**src/rtl/fpcvt_pkg.sv**
```systemverilog
// Shared constants, stage-2 bundle and sizing helpers for the fpcvt_pipe fixed-to-float converter.
// Define FPCVT_OVF_FLAG_EN to give fpcvt_pipe an extra saturation flag output (ovf).
package fpcvt_pkg;

  localparam int unsigned W_DEF  = 12;
  localparam int unsigned EW_DEF = 3;
  localparam int unsigned MW_DEF = 4;

  // Constants for the default configuration. Parametrised instances derive their own.
  localparam int unsigned EMAX = (2 ** EW_DEF) - 1;
  localparam int unsigned MAGW = W_DEF - 1;

  typedef struct packed {
    logic              valid;
    logic              s;
    logic [EW_DEF-1:0] e_raw;
    logic [MW_DEF-1:0] f_raw;
    logic              rbit;
  } stage2_t;

  function automatic int unsigned emax_of(input int unsigned ew);
    return (2 ** ew) - 1;
  endfunction

  function automatic int unsigned lz_width(input int unsigned magw);
    return $clog2(magw + 1);
  endfunction

endpackage

```
**src/rtl/fpcvt_lzc.sv**
```systemverilog
// Combinational leading-zero counter over an unsigned magnitude.
// An all-zero input reports MAGW leading zeros.
module fpcvt_lzc #(
  parameter int unsigned MAGW = 11,
  parameter int unsigned LZW  = $clog2(MAGW + 1)
) (
  input  logic [MAGW-1:0] mag,
  output logic [LZW-1:0]  lz
);

  // Ascending scan: the last hit is the highest set bit.
  always_comb begin
    lz = LZW'(MAGW);
    for (int i = 0; i < MAGW; i++) begin
      if (mag[i]) begin
        lz = LZW'(MAGW - 1 - i);
      end
    end
  end

endmodule

```
**src/rtl/fpcvt_pipe.sv**
```systemverilog
// Three-stage valid/ready pipeline converting W-bit two's complement to sign/exponent/mantissa.
// Define FPCVT_OVF_FLAG_EN to add the ovf output flagging saturated results.
module fpcvt_pipe
  import fpcvt_pkg::*;
#(
  parameter int unsigned W  = W_DEF,
  parameter int unsigned EW = EW_DEF,
  parameter int unsigned MW = MW_DEF
) (
  input  logic          clk,
  input  logic          rst,
  input  logic          in_valid,
  output logic          in_ready,
  input  logic [W-1:0]  d,
  output logic          out_valid,
  input  logic          out_ready,
  output logic          s,
  output logic [EW-1:0] e,
  output logic [MW-1:0] f
`ifdef FPCVT_OVF_FLAG_EN
  ,
  output logic          ovf
`endif
);

  localparam int unsigned Emax = emax_of(EW);
  localparam int unsigned Magw = W - 1;
  localparam int unsigned Lzw  = lz_width(Magw);

  if (W - 1 != MW + Emax) begin : g_param_check
    $error("fpcvt_pipe: W-1 must equal MW + 2**EW - 1");
  end

  typedef struct packed {
    logic          valid;
    logic          s;
    logic [EW-1:0] e_raw;
    logic [MW-1:0] f_raw;
    logic          rbit;
  } s2_t;

  logic adv;

  // Whole pipeline moves in lockstep whenever the output slot is free or being drained.
  assign adv      = !out_valid || out_ready;
  assign in_ready = adv;

  // Stage 1: sign and saturated magnitude.
  logic            neg;
  logic            is_min;
  logic [Magw-1:0] mag_c;
  logic            v1_q;
  logic            s1_q;
  logic [Magw-1:0] mag1_q;

  assign neg    = d[W-1];
  assign is_min = neg && (d[W-2:0] == '0);
  assign mag_c  = is_min ? {Magw{1'b1}} :
                  neg    ? (~d[W-2:0] + Magw'(1)) : d[W-2:0];

  // Stage 2: normalise around the leading one.
  logic [Lzw-1:0] lz;
  s2_t            s2_d;
  s2_t            s2_q;

  fpcvt_lzc #(
    .MAGW (Magw),
    .LZW  (Lzw)
  ) u_lzc (
    .mag (mag1_q),
    .lz  (lz)
  );

  always_comb begin
    s2_d       = '0;
    s2_d.valid = v1_q;
    s2_d.s     = s1_q;
    if (lz < Lzw'(Emax)) begin
      s2_d.e_raw = EW'(Lzw'(Emax) - lz);
    end
    s2_d.f_raw = MW'(mag1_q >> s2_d.e_raw);
    // Appending a zero makes the shifted LSB the bit just below f_raw, and 0 when e_raw is 0.
    s2_d.rbit  = 1'({mag1_q, 1'b0} >> s2_d.e_raw);
  end

  // Stage 3: round half up, renormalise on carry, saturate at the top exponent.
  logic [MW:0]   sum_c;
  logic          at_max_c;
  logic [EW-1:0] e3_c;
  logic [MW-1:0] f3_c;

  always_comb begin
    sum_c    = {1'b0, s2_q.f_raw} + {{MW{1'b0}}, s2_q.rbit};
    at_max_c = sum_c[MW] && (&s2_q.e_raw);
    e3_c     = s2_q.e_raw;
    f3_c     = sum_c[MW-1:0];
    if (at_max_c) begin
      e3_c = '1;
      f3_c = '1;
    end else if (sum_c[MW]) begin
      e3_c       = s2_q.e_raw + EW'(1);
      f3_c       = '0;
      f3_c[MW-1] = 1'b1;
    end
  end

  always_ff @(posedge clk) begin
    if (rst) begin
      v1_q      <= 1'b0;
      s1_q      <= 1'b0;
      mag1_q    <= '0;
      s2_q      <= '0;
      out_valid <= 1'b0;
      s         <= 1'b0;
      e         <= '0;
      f         <= '0;
    end else if (adv) begin
      v1_q      <= in_valid;
      s1_q      <= neg;
      mag1_q    <= mag_c;
      s2_q      <= s2_d;
      out_valid <= s2_q.valid;
      s         <= s2_q.s;
      e         <= e3_c;
      f         <= f3_c;
    end
  end

`ifdef FPCVT_OVF_FLAG_EN
  logic sat1_q;
  logic sat2_q;

  always_ff @(posedge clk) begin
    if (rst) begin
      sat1_q <= 1'b0;
      sat2_q <= 1'b0;
      ovf    <= 1'b0;
    end else if (adv) begin
      sat1_q <= is_min;
      sat2_q <= sat1_q;
      ovf    <= sat2_q | at_max_c;
    end
  end
`endif

endmodule

```
**config.mk**
```make
export PLATFORM = sky130hd
export DESIGN_NAME = fpcvt_pipe
export DESIGN_NICKNAME = d
export VERILOG_FILES = /design/src/rtl/fpcvt_pkg.sv /design/src/rtl/fpcvt_lzc.sv /design/src/rtl/fpcvt_pipe.sv
export SDC_FILE = /design/constraint.sdc
export NUM_CORES = 1
export LEC_CHECK = 0
export BUFFER_PORTS_ARGS = -buffer_cell sky130_fd_sc_hd__clkbuf_2
export CAP_MARGIN = 20
export CORE_MARGIN = 8
export CORE_UTILIZATION = 57
export CTS_CLUSTER_DIAMETER = 80
export DETAILED_ROUTE_END_ITERATION = 8
export PLACE_DENSITY = 0.88
export SETUP_SLACK_MARGIN = 0.2
export SYNTH_ARGS = -nofsm -noshare
export SYNTH_HDL_FRONTEND = slang
export SYNTH_HIERARCHICAL = 1
export SYNTH_SLANG_ARGS = --single-unit
```
**constraint.sdc**
```tcl
create_clock -name clk -period 2.6 [get_ports clk]
set_clock_uncertainty 0.1 [all_clocks]
set_input_delay 0.13 -clock clk [delete_from_list [all_inputs] [get_ports clk]]
set_output_delay 0.13 -clock clk [all_outputs]
set_load 0.02 [all_outputs]
```
### After elaboration in Yosys (flattened, before gate mapping)

Cells that the tools add are included.

| storage, ports and cells | value |
|---|---|
| bits in registers | 32 |
| output and inout port bits | 10 |
| word-level logic and storage cells | 44 |

| operators by class | value |
|---|---|
| $add $sub $neg | 4 |
| $lt $le $gt $ge | 1 |
| shift operators | 2 |
| muxes and demuxes | 18 |
| bitwise gates (word level) | 1 |
| reduce and logical (&&, ||, !) cells | 6 |

Operators by type and width:

| kind | number |
|---|---|
| 4-bit two-way mux | 10 |
| 11-bit two-way mux | 2 |
| 12-bit by 3-bit >> shifter with 1-bit output | 1 |
| 11-bit by 1-bit adder with 11-bit output (second input constant) | 1 |
| 11-bit zero test | 1 |
| 11-bit NOT | 1 |
| 11-bit by 3-bit >> shifter with 4-bit output | 1 |
| 3-bit two-way mux | 3 |
| 4-bit by 1-bit adder with 5-bit output | 1 |
| 4-bit by 3-bit < comparator with 1-bit output (second input constant) | 1 |
| 2-bit two-way mux | 2 |
| 3-bit by 1-bit adder with 3-bit output (second input constant) | 1 |
| 3-bit AND reduction | 1 |
| 3-bit subtractor (first input constant) | 1 |
| 1-bit logical AND | 2 |
| 1-bit zero test | 1 |
| 1-bit logical OR | 1 |
| 1-bit two-way mux | 1 |

### Longest topological paths before layout

Gate-level depths: netlist (run 1).

| depth | value |
|---|---|
| depth after elaboration | 14 |
| mapped depth | 8 |

### By module

The synthesis (run 1) kept the hierarchy.

By module, submodules not included:

| module | instances | cells an instance | area an instance (sq um) |
|---|---|---|---|
| fpcvt_pipe | 1 | 204 | 1,774.2 |
| fpcvt_lzc | 1 | 17 | 110.1 |

### Worst setup path after synthesis (run 1)

Ideal clock, no wire load.

| path | value |
|---|---|
| kind | reg2reg |
| start point | register mag1_q[4] |
| end point | register s2_q[3] (netlist name) |
| setup time | 0.154 ns |
| arrival time | 2.094 ns |
| data required time | 2.346 ns |
| setup slack | 0.252 ns |
| stages on the path, launching flop included | 8 |
| buffers on the path | 0 |
| clock period less this slack | 2.348 ns |
| cells stage by stage | dfxtp_1 -> nor2_1 -> a221oi_2 -> o41ai_2 -> nor2_1 -> mux4_2 -> o21ai_0 -> a311oi_1 |

| between the ends | value |
|---|---|
| longest elaborated chain between the ends | 10 |

Ends and longest elaborated chain:

| what | RTL line | text |
|---|---|---|
| start, declared | fpcvt_pipe.sv:54 | `logic [Magw-1:0] mag1_q;` |
| start signal, assigned | fpcvt_pipe.sv:120 | `mag1_q <= mag_c;` |
| 4-bit two-way mux * (7 in series) | fpcvt_lzc.sv:15 | `if (mag[i]) begin` |
| net lz[0] | fpcvt_pipe.sv:62 | `logic [Lzw-1:0] lz;` |
| 4-bit by 3-bit < comparator with 1-bit output / 3-bit subtractor (equally long branches) | fpcvt_pipe.sv:78, fpcvt_pipe.sv:79 |  |
| 3-bit two-way mux * | fpcvt_pipe.sv:78 | `if (lz < Lzw'(Emax)) begin` |
| 11-bit by 3-bit >> shifter with 4-bit output * | fpcvt_pipe.sv:81 | `s2_d.f_raw = MW'(mag1_q >> s2_d.e_raw);` |
| end signal, assigned | fpcvt_pipe.sv:112 | `s2_q <= '0;` |
| end signal, assigned | fpcvt_pipe.sv:121 | `s2_q <= s2_d;` |
| end, declared | fpcvt_pipe.sv:64 | `s2_t s2_q;` |

The timed path passes the listed nets; every way through them passes the cells marked *.
A chain may end at the register's enable or synchronous reset.

### Worst setup path after layout (run 1)

| path | value |
|---|---|
| start point | register mag1_q[8] |
| end point | register s2_q[4] (netlist name) |

| between the ends | value |
|---|---|
| longest elaborated chain between the ends | 6 |

Ends and longest elaborated chain:

| what | RTL line |
|---|---|
| 4-bit two-way mux (3 in series) | fpcvt_lzc.sv:15 |
| net lz[3] | fpcvt_pipe.sv:62 |
| 4-bit by 3-bit < comparator with 1-bit output | fpcvt_pipe.sv:78 |
| 3-bit two-way mux | fpcvt_pipe.sv:78 |
| 11-bit by 3-bit >> shifter with 4-bit output | fpcvt_pipe.sv:81 |

The timed path passes the listed nets, and every way through them passes these cells.

==> run summary, run 1 <==
Dpl ws: 349 ps
CTS clk-pin slew, worst paths: 90 ps
DR WL/cell: 14.3 um
CP Capture Point: s2_q[4]
Final total power: 1.21 mW
ANT nets after route: 0
Comb power frac: 0.294
Root buffer cell: clkbuf_4
Run status: complete, no violations
Final wirelength: 4200 um
Seq/Total Area, Yosys: 0.340
LEAKAGE: 0.877 nW
Max clock buf depth: 2
Cell variety after synth: 42
Critical path class: reg -> reg
Post-CTS Repair Setup Buffers: 0
CP arrival: 2290 ps
Worst r2r src: mag1_q[8]
Critical path buffers and inverters: 1
Post-Syn Area: 1880 um2
Fillers: 303
Dpl cells: 284
PwrDens: 570 nW/um2
Row Count: 21
Synth-to-layout area growth: 12.6%
Gate Count Post-Synth: 221
Worst path most repeated cell: nor2_1
Routability cong.: 0.868
Mean Syn Cell Area: 8.53 um2
Worst Tran Pin Value: 766 ps
DR vias: 1711
# setup viols final: 0
Worst setup path start: mag1_q[8]
Internal reg-to-reg setup slack: 380 ps
Synth warn: 6
Initial Utilization: 0.578
Inserted Diodes: 0
Global-route wire length before repair: 7070 um
Flops & latches, synth: 32
Fmax achieved: 0.450 GHz
Slowest CP cell: mux4_2
Hold slack: 56.8 ps
# DRC: 0
Slew Limit Fails: 0
Die area: 5400 um2
Most used DFF post-synth: dfxtp_1
TritonRoute pass-1 iters: 4
Clk pwr share: 0.209
CP cell instances: nor2_1 -> and4_1 -> nor2_1 -> buf_4 -> mux4_2 -> nor3_1 -> nor4_1
RSZ-0062 raised after global routing: no
Synth async-reset ratio: 0
TritonCTS clock tree: done
Clock Latency Late Sink: 310 ps
Final hold vios: 0
Reg2reg path depth: 7
Share of layout cells above drive strength 1: 0.247
Crit path depth: 7
Initial DRC Count: 125
Detail Placement HPWL: 3100 um
Delay of the slowest cell on the worst path: 520 ps
Worst hold path depth: 3
VDD IR max: 0.000317 V
Relative slew slack: 0.489
CTS Buf Count: 5
Initial antenna violation count: 0
Die width: 73.5 um
GRT Total Usage: 0.163
Final WS setup: 376 ps
I/O Pins: 26
Worst-path maximum fanout: 9
HP Class: in -> reg
Crit path time final: 2220 ps
Sw power: 0.396 mW
Die Y: 73.5 um
Port Buf Inserts: 25
Htree depth: 2
Reg-to-reg endpoint: s2_q[4]
Seq pwr share: 0.497
Cell-internal power: 0.813 mW
Crit path max-delay family: simple AND/OR/NAND/NOR gates
Vias in the first global route: 1624
Switching Share: 0.328
CTS sink count: 32
Syn_nets: 242
Number of synthesized flops with an enable pin: 0
Core area: 3260 um2
Total congestion overflow: 0
Tcrit/Tclk final: 0.855
CP startpoint kind: flip-flop
Via/cell ratio: 5.84
Crit. End Element: flip-flop
Layout Cells excl Fill: 293
Max-cap violations: 0
Pin count of the biggest net entering global routing: 34
Final setup TNS: 0 ps
Critical Path RT: 2660 ps
Fin nets: 268
## state kept, by name (all words and copies together), names as in the netlist
register / cells
e: 3
f: 4
mag1_q: 11
out_valid: 1
s: 1
s1_q: 1
s2_q: 10
v1_q: 1
## worst reg2reg max path, cell delays in order (launching register included)
cell	delay, ps
dfxtp_1	490
nor2_1	120
and4_1	310
nor2_1	120
buf_4	180
mux4_2	530
nor3_1	150
nor4_1	80
## routing by layer
layer / vias up / share of wire / GRT usage
li1: 857 / - / -
met1: 792 / 0.43 / 0.190
met2: 56 / 0.51 / 0.285
met3: 6 / 0.048 / 0.0382
met4: 0 / 0.0095 / 0.0488
met5: - / 0 / 0
## Yosys cell counts, drive strengths merged (3+ instances only)
library cell | count | area share
nor2 | 37 | 0.074
dfxtp | 32 | 0.34
nand2 | 24 | 0.048
a21oi | 20 | 0.053
a211oi | 15 | 0.084
clkbuf | 11 | 0.022
mux2i | 7 | 0.037
o21ai | 7 | 0.019
inv | 6 | 0.012
ha | 5 | 0.033
a31oi | 4 | 0.013
mux4 | 4 | 0.048
xnor2 | 4 | 0.019
xor2 | 4 | 0.019
buf | 3 | 0.010
nand3b | 3 | 0.012
nor3 | 3 | 0.0080
o31ai | 3 | 0.012
## logic make-up (layout without fill, tap and decap cells)
logic type,count (synthesis),count (layout),share of synthesized area
simple gates,79,79,0.191
compound gates,64,64,0.258
flops,32,32,0.340
mux,13,13,0.0969
xor+xnor,8,8,0.0372
fa+ha+maj,5,5,0.0332
buf+inv,20,46,0.0438
## metrics by stage
stage | instance area, um2 | util
after floorplan | 1880 | -
after global placement | 2050 | 0.630
after detailed placement | 2050 | 0.630
after CTS | 2120 | 0.650
after global routing | 2120 | 0.651
final | 2120 | 0.651
## how the worst min path moves through the flow
stage	start	endpoint	slack (ps)
floorplan	in_valid	v1_q	170
global placement	in_valid	v1_q	270
detailed placement	in_valid	v1_q	280
CTS	d[10]	mag1_q[10]	50
global route	d[10]	mag1_q[10]	50
finish	d[10]	mag1_q[10]	60
## layout by cell type, fill, tap and decap left out, drive strengths merged, types with 3 or more instances in the layout
cell / count
nor2: 37
dfxtp: 32
clkbuf: 31
nand2: 24
a21oi: 20
a211oi: 15
o21ai: 7
mux2i: 7
inv: 6
buf: 6
ha: 5
xor2: 4
xnor2: 4
mux4: 4
a31oi: 4
o31ai: 3
nand3b: 3
nor3: 3
## what timing repair did
item / CTS / global route
setup endpoints to repair: 0 / 1
hold buffers: 2 / 0
endpoints found under the hold margin: 2 / 0
gates resized for setup: 0 / 2
## power by group through the flow
stage | clock [mW] | combinational (mW) | sequential (mW)
after floorplan | 0 | 0.245 | 0.613
after CTS | 0.256 | 0.355 | 0.600
after detailed placement | 0 | 0.350 | 0.612
after global routing | 0.277 | 0.394 | 0.610
final | 0.253 | 0.355 | 0.601
after global placement | 0 | 0.344 | 0.610
## layout make-up
cell class,instances,area [um2],area share
multi-input combinational,169,1160,0.548
sequential,32,642,0.302
timing repair buffer,33,190,0.0896
tap,46,57.6,0.0271
clock buffer,6,41.3,0.0195
inverter,6,22.5,0.0106
clock inverter,1,5.00,0.00236
Power figures use the tool's default switching activity.
==> run 2: changes to the inputs <==
--- a/config.mk
+++ b/config.mk
@@ -7,7 +7,6 @@
 export LEC_CHECK = 0
 export BUFFER_PORTS_ARGS = -buffer_cell sky130_fd_sc_hd__clkbuf_2
 export CAP_MARGIN = 20
-export CORE_MARGIN = 8
 export CORE_UTILIZATION = 57
 export CTS_CLUSTER_DIAMETER = 80
 export DETAILED_ROUTE_END_ITERATION = 8
==> run 2 against run 1 <==
  * Power up 4.4%
  * Register-to-register slack is essentially flat
  * Sequential cell count stayed put
  * Cell count shrank 0.68%
  * Die area shrank 34%
  * Sequential power is essentially flat
  * Non-clock buffer count fell by 1
  * Cell area is 1.2% higher
  * Combinational power is 2% higher
  * Via count rose by 2.2%
  * Worst setup slack lost 15 ps
  * Critical path depth unchanged
  * Critical endpoint unchanged
  * Largest power group unchanged
==> run summary, run 2 (synthesized netlist as in run 1, its figures left out) <==
Reg2reg path depth: 7
CTS sink count: 32
Post-CTS Repair Setup Buffers: 0
Initial DRC Count: 84
Htree depth: 2
Worst hold path depth: 3
Internal reg-to-reg setup slack: 360 ps
Total congestion overflow: 0
Root buffer cell: clkbuf_4
ANT nets after route: 0
Relative slew slack: 0.486
DR vias: 1748
Most frequent cells in the layout: nor2_1 (35), dfxtp_1 (30), clkbuf_2 (25), nand2_1 (24), a21oi_1 (20)
Final setup TNS: 0 ps
Die Y: 59.5 um
Crit path time final: 2240 ps
DR WL/cell: 13.9 um
Max reg flops: 11
VDD IR max: 0.000320 V
Initial antenna violation count: 0
Tcrit/Tclk final: 0.861
TritonCTS clock tree: done
Final Core Density: 0.692
Via/cell ratio: 6.01
Fin nets: 267
Multi-input combinational cell area: 1180 um2
TritonRoute pass-1 iters: 4
Final wirelength: 4050 um
Fillers: 258
CTS clk-pin slew, worst paths: 100 ps
CP arrival: 2320 ps
# DRC: 0
Slew Limit Fails: 0
Pin count of the biggest net entering global routing: 34
Worst Tran Pin Value: 771 ps
Critical Path RT: 2680 ps
Top reg by flops: mag1_q
Global-route wire length before repair: 6660 um
Worst-path maximum fanout: 6
Die width: 59.5 um
I/O Pins: 26
Max-cap violations: 0
Initial Utilization: 0.607
Inserted Diodes: 0
Synth-to-layout area growth: 14.0%
Fmax achieved: 0.447 GHz
Worst r2r src: mag1_q[2]
LEAKAGE: 0.880 nW
Crit. End Element: flip-flop
Biggest regs: mag1_q: 11 flops, s2_q: 10 flops, f: 4 flops
Clock Latency Late Sink: 340 ps
RSZ-0062 raised after global routing: no
Max clock buf depth: 2
CP startpoint kind: flip-flop
CTS Buf Count: 5
Final hold vios: 0
FF+latch area: 643 um2
GRT Total Usage: 0.254
Routability cong.: 0.912
Detail Placement HPWL: 2800 um
Critical path class: reg -> reg
PwrDens: 587 nW/um2
Core area: 3100 um2
HP Class: in -> reg
Port Buf Inserts: 25
Most common cell after layout, fill and taps aside: nor2_1
# setup viols final: 0
Row Count: 20
Die area: 3540 um2
Hold Crit Start: d[8]
Worst setup path start: mag1_q[2]
Vias in the first global route: 1563
Share of layout cells above drive strength 1: 0.255
Run status: complete, no violations
run 2: cell count changes in the layout (fill, tap and decap cells not counted):
cell,delta
buf_4,-1
dfxtp_1,-1
o41ai_2,-1
nor2_1,-1
clkbuf_8,+1
clkinvlp_4,+1
clkinv_2,-1
nor2_4,+1
o41ai_4,+1
dfxtp_2,+1
run 2: final cells by class:
cell class                      instances  share of cell area
Clock buffer                            7              0.0256
Clock inverter                          1             0.00349
Inverter                                6              0.0105
Multi-Input combinational cell        169               0.550
Sequential cell                        32               0.299
Tap cell                               44              0.0256
Timing Repair Buffer                   32              0.0850
run 2: repair_timing:
item	CTS	global route
gates cloned	0	0
hold buffers	2	0
endpoints found under the hold margin	2	0
gates resized for setup	1	5
endpoints found under the setup margin	5	5
run 2: power breakdown:
group / switching (mW) / leakage, nW / internal (mW)
Sequential: 0.0567 / 0.265 / 0.544
Combinational: 0.190 / 0.583 / 0.171
Clock: 0.168 / 0.0315 / 0.132
Total: 0.415 / 0.880 / 0.847
run 2: per-layer routing:
metal / part of all wire / vias to the layer above / track usage
li1: - / 857 / -
met1: 0.41 / 829 / 0.286
met2: 0.54 / 52 / 0.449
met3: 0.037 / 10 / 0.0633
met4: 0.021 / 0 / 0.113
met5: 0 / - / 0
run 2: path summary, 6_finish.rpt:
path,to
min,mag1_q[8]
max reg2reg,s2_q[4]
max,s2_q[4]
min reg2reg,s2_q[9]
run 2: critical path: stages (launching register included):
cell,delay (ps)
dfxtp_1,430
nor2_1,80
a221oi_2,310
o41ai_4,140
nor2_4,250
mux4_2,540
nor3_1,160
nor4_1,80
run 2: per-stage QoR:
step                setup WS [ps]  area (um2)  power, mW  std cells  hold slack, ps
global route                  202        2150       1.33        291            36.2
floorplan                     252        1880      0.858        221             170
global placement              170        2040      0.944        281             270
detailed placement            108        2040      0.953        281             261
CTS                           226        2130       1.25        291            22.2
finish                        361        2150       1.26        291            24.1
==> run 3: changes to the inputs <==
--- a/config.mk
+++ b/config.mk
@@ -8,9 +8,10 @@
 export BUFFER_PORTS_ARGS = -buffer_cell sky130_fd_sc_hd__clkbuf_2
 export CAP_MARGIN = 20
 export CORE_UTILIZATION = 57
-export CTS_CLUSTER_DIAMETER = 80
+export CTS_CLUSTER_DIAMETER = 40
 export DETAILED_ROUTE_END_ITERATION = 8
 export PLACE_DENSITY = 0.88
+export RECOVER_POWER = 50
 export SETUP_SLACK_MARGIN = 0.2
 export SYNTH_ARGS = -nofsm -noshare
 export SYNTH_HDL_FRONTEND = slang
==> run 3 against run 2 <==
  * Via count decreased by 0.74%
  * Routed wire length about the same
  * Sequential share of layout area increased by 0.23 points
  * Maximum frequency about the same
  * Worst setup slack about the same
  * Clock power about the same
  * Global-route usage unchanged
  * Critical endpoint unchanged
==> run summary, run 3 (synthesized netlist as in run 1, its figures left out) <==
Delay of the slowest cell on the worst path: 540 ps
Most common cell after layout, fill and taps aside: nor2_1
Die area: 3540 um2
Fillers: 266
# DRC: 0
Tcrit/Tclk final: 0.861
Share of layout cells above drive strength 1: 0.211
Final WS setup: 361 ps
Hold Crit Start: d[8]
Final wirelength: 4050 um
Global-route wire length before repair: 6660 um
# setup viols final: 0
Final setup TNS: 0 ps
Fmax achieved: 0.447 GHz
Multi-input combinational cell area: 1180 um2
Pin count of the biggest net entering global routing: 34
Dpl ws: 108 ps
Die Y: 59.5 um
Internal reg-to-reg setup slack: 360 ps
Layout Cells excl Fill: 291
PwrDens: 589 nW/um2
Vias in the first global route: 1563
Final hold vios: 0
Via/cell ratio: 5.96
Inserted Diodes: 0
Worst Tran Pin Value: 1100 ps
DR WL/cell: 13.9 um
Max-cap violations: 0
Slew Limit Fails: 0
Max clock buf depth: 2
Initial antenna violation count: 0
Clock Latency Late Sink: 340 ps
FF+latch area: 643 um2
TritonCTS clock tree: done
Root buffer cell: clkbuf_4
Initial Utilization: 0.607
Critical path class: reg -> reg
ANT nets after route: 0
Detail Placement HPWL: 2800 um
DR vias: 1735
Crit path max-delay family: simple AND/OR/NAND/NOR gates
CTS clk-pin slew, worst paths: 100 ps
Reg2reg path depth: 7
Max reg flops: 11
Dpl cells: 281
Synth-to-layout area growth: 13.1%
CP cell instances: nor2_1 -> a221oi_2 -> o41ai_4 -> nor2_4 -> mux4_2 -> nor3_1 -> nor4_1
Port Buf Inserts: 25
Biggest regs: mag1_q: 11 flops, s2_q: 10 flops, f: 4 flops
CP startpoint kind: flip-flop
Slowest CP cell: mux4_2
Core area: 3100 um2
Post-CTS Repair Setup Buffers: 0
Fin nets: 267
Routability cong.: 0.912
Most frequent cells in the layout: nor2_1 (35), dfxtp_1 (30), nand2_1 (24), a21oi_1 (20), clkbuf_2 (15)
Critical path buffers and inverters: 0
Worst-path maximum fanout: 6
LEAKAGE: 0.843 nW
Top reg by flops: mag1_q
Critical Path RT: 2680 ps
Worst Hold End: mag1_q[8]
GRT Total Usage: 0.254
Relative slew slack: 0.268
Crit path time final: 2240 ps
Crit. End Element: flip-flop
CTS Buf Count: 5
Reg-to-reg endpoint: s2_q[4]
Row Count: 20
CTS sink count: 32
I/O Pins: 26
Worst hold path depth: 3
VDD IR max: 0.000320 V
Initial DRC Count: 82
Die width: 59.5 um
Total congestion overflow: 0
HP Class: in -> reg
RSZ-0062 raised after global routing: no
TritonRoute pass-1 iters: 4
CP arrival: 2320 ps
Worst r2r src: mag1_q[2]
Final total power: 1.26 mW
Run status: complete, no violations
Htree depth: 2
run 3: tightest hold or removal path, cell delays in order:
cell and delay (ps):
clkbuf_2 90, xnor2_1 130, a211oi_2 70
run 3: layer usage:
metal / share of wire / wire (um) / global-route usage
met4: 0.021 / 84 / 0.113
met5: 0 / 0 / 0
met3: 0.039 / 157 / 0.0633
met2: 0.52 / 2110 / 0.449
met1: 0.42 / 1700 / 0.286
run 3: worst max path at each step:
stage	start	to	slack [ps]	depth (start not counted)
3_3_place_gp	mag1_q[4]	s2_q[4]	170	7
2_1_floorplan	mag1_q[4]	s2_q[3]	250	7
5_1_grt	mag1_q[2]	s2_q[4]	200	7
4_1_cts	mag1_q[4]	s2_q[4]	230	7
6_report	mag1_q[2]	s2_q[4]	360	7
3_5_place_dp	mag1_q[4]	s2_q[4]	110	7
run 3: report_power, final:
part,total [mW],leakage (nW),switching (mW),internal [mW]
sequential,0.601,0.265,0.0569,0.544
combinational,0.357,0.546,0.190,0.167
clock,0.299,0.0315,0.167,0.132
total,1.26,0.843,0.413,0.843
run 3: cell type report:
type | instances | area share
clock buffers | 7 | 0.0258
flip-flops and latches | 32 | 0.302
inverters | 6 | 0.0106
well taps | 44 | 0.0258
multi-input cells | 169 | 0.555
clock inverters | 1 | 0.00352
repair buffers | 32 | 0.0781
run 3: through the flow:
| step | cell area (um2) | util | hold slack (ps) |
|---|---|---|---|
| finish | 2130 | 0.687 | 24.7 |
| global route | 2130 | 0.687 | 36.2 |
| CTS | 2130 | 0.685 | 22.2 |
| detailed placement | 2040 | 0.658 | 261 |
| global placement | 2040 | 0.658 | 270 |
| floorplan | 1880 | - | 170 |
run 3: repair_timing:
action | CTS | global route
hold endpoints to repair | 2 | 0
hold buffers | 2 | 0
endpoints found under the setup margin | 5 | 5
gates resized for setup | 1 | 5
pin swaps | 0 | 0
gates cloned | 0 | 0
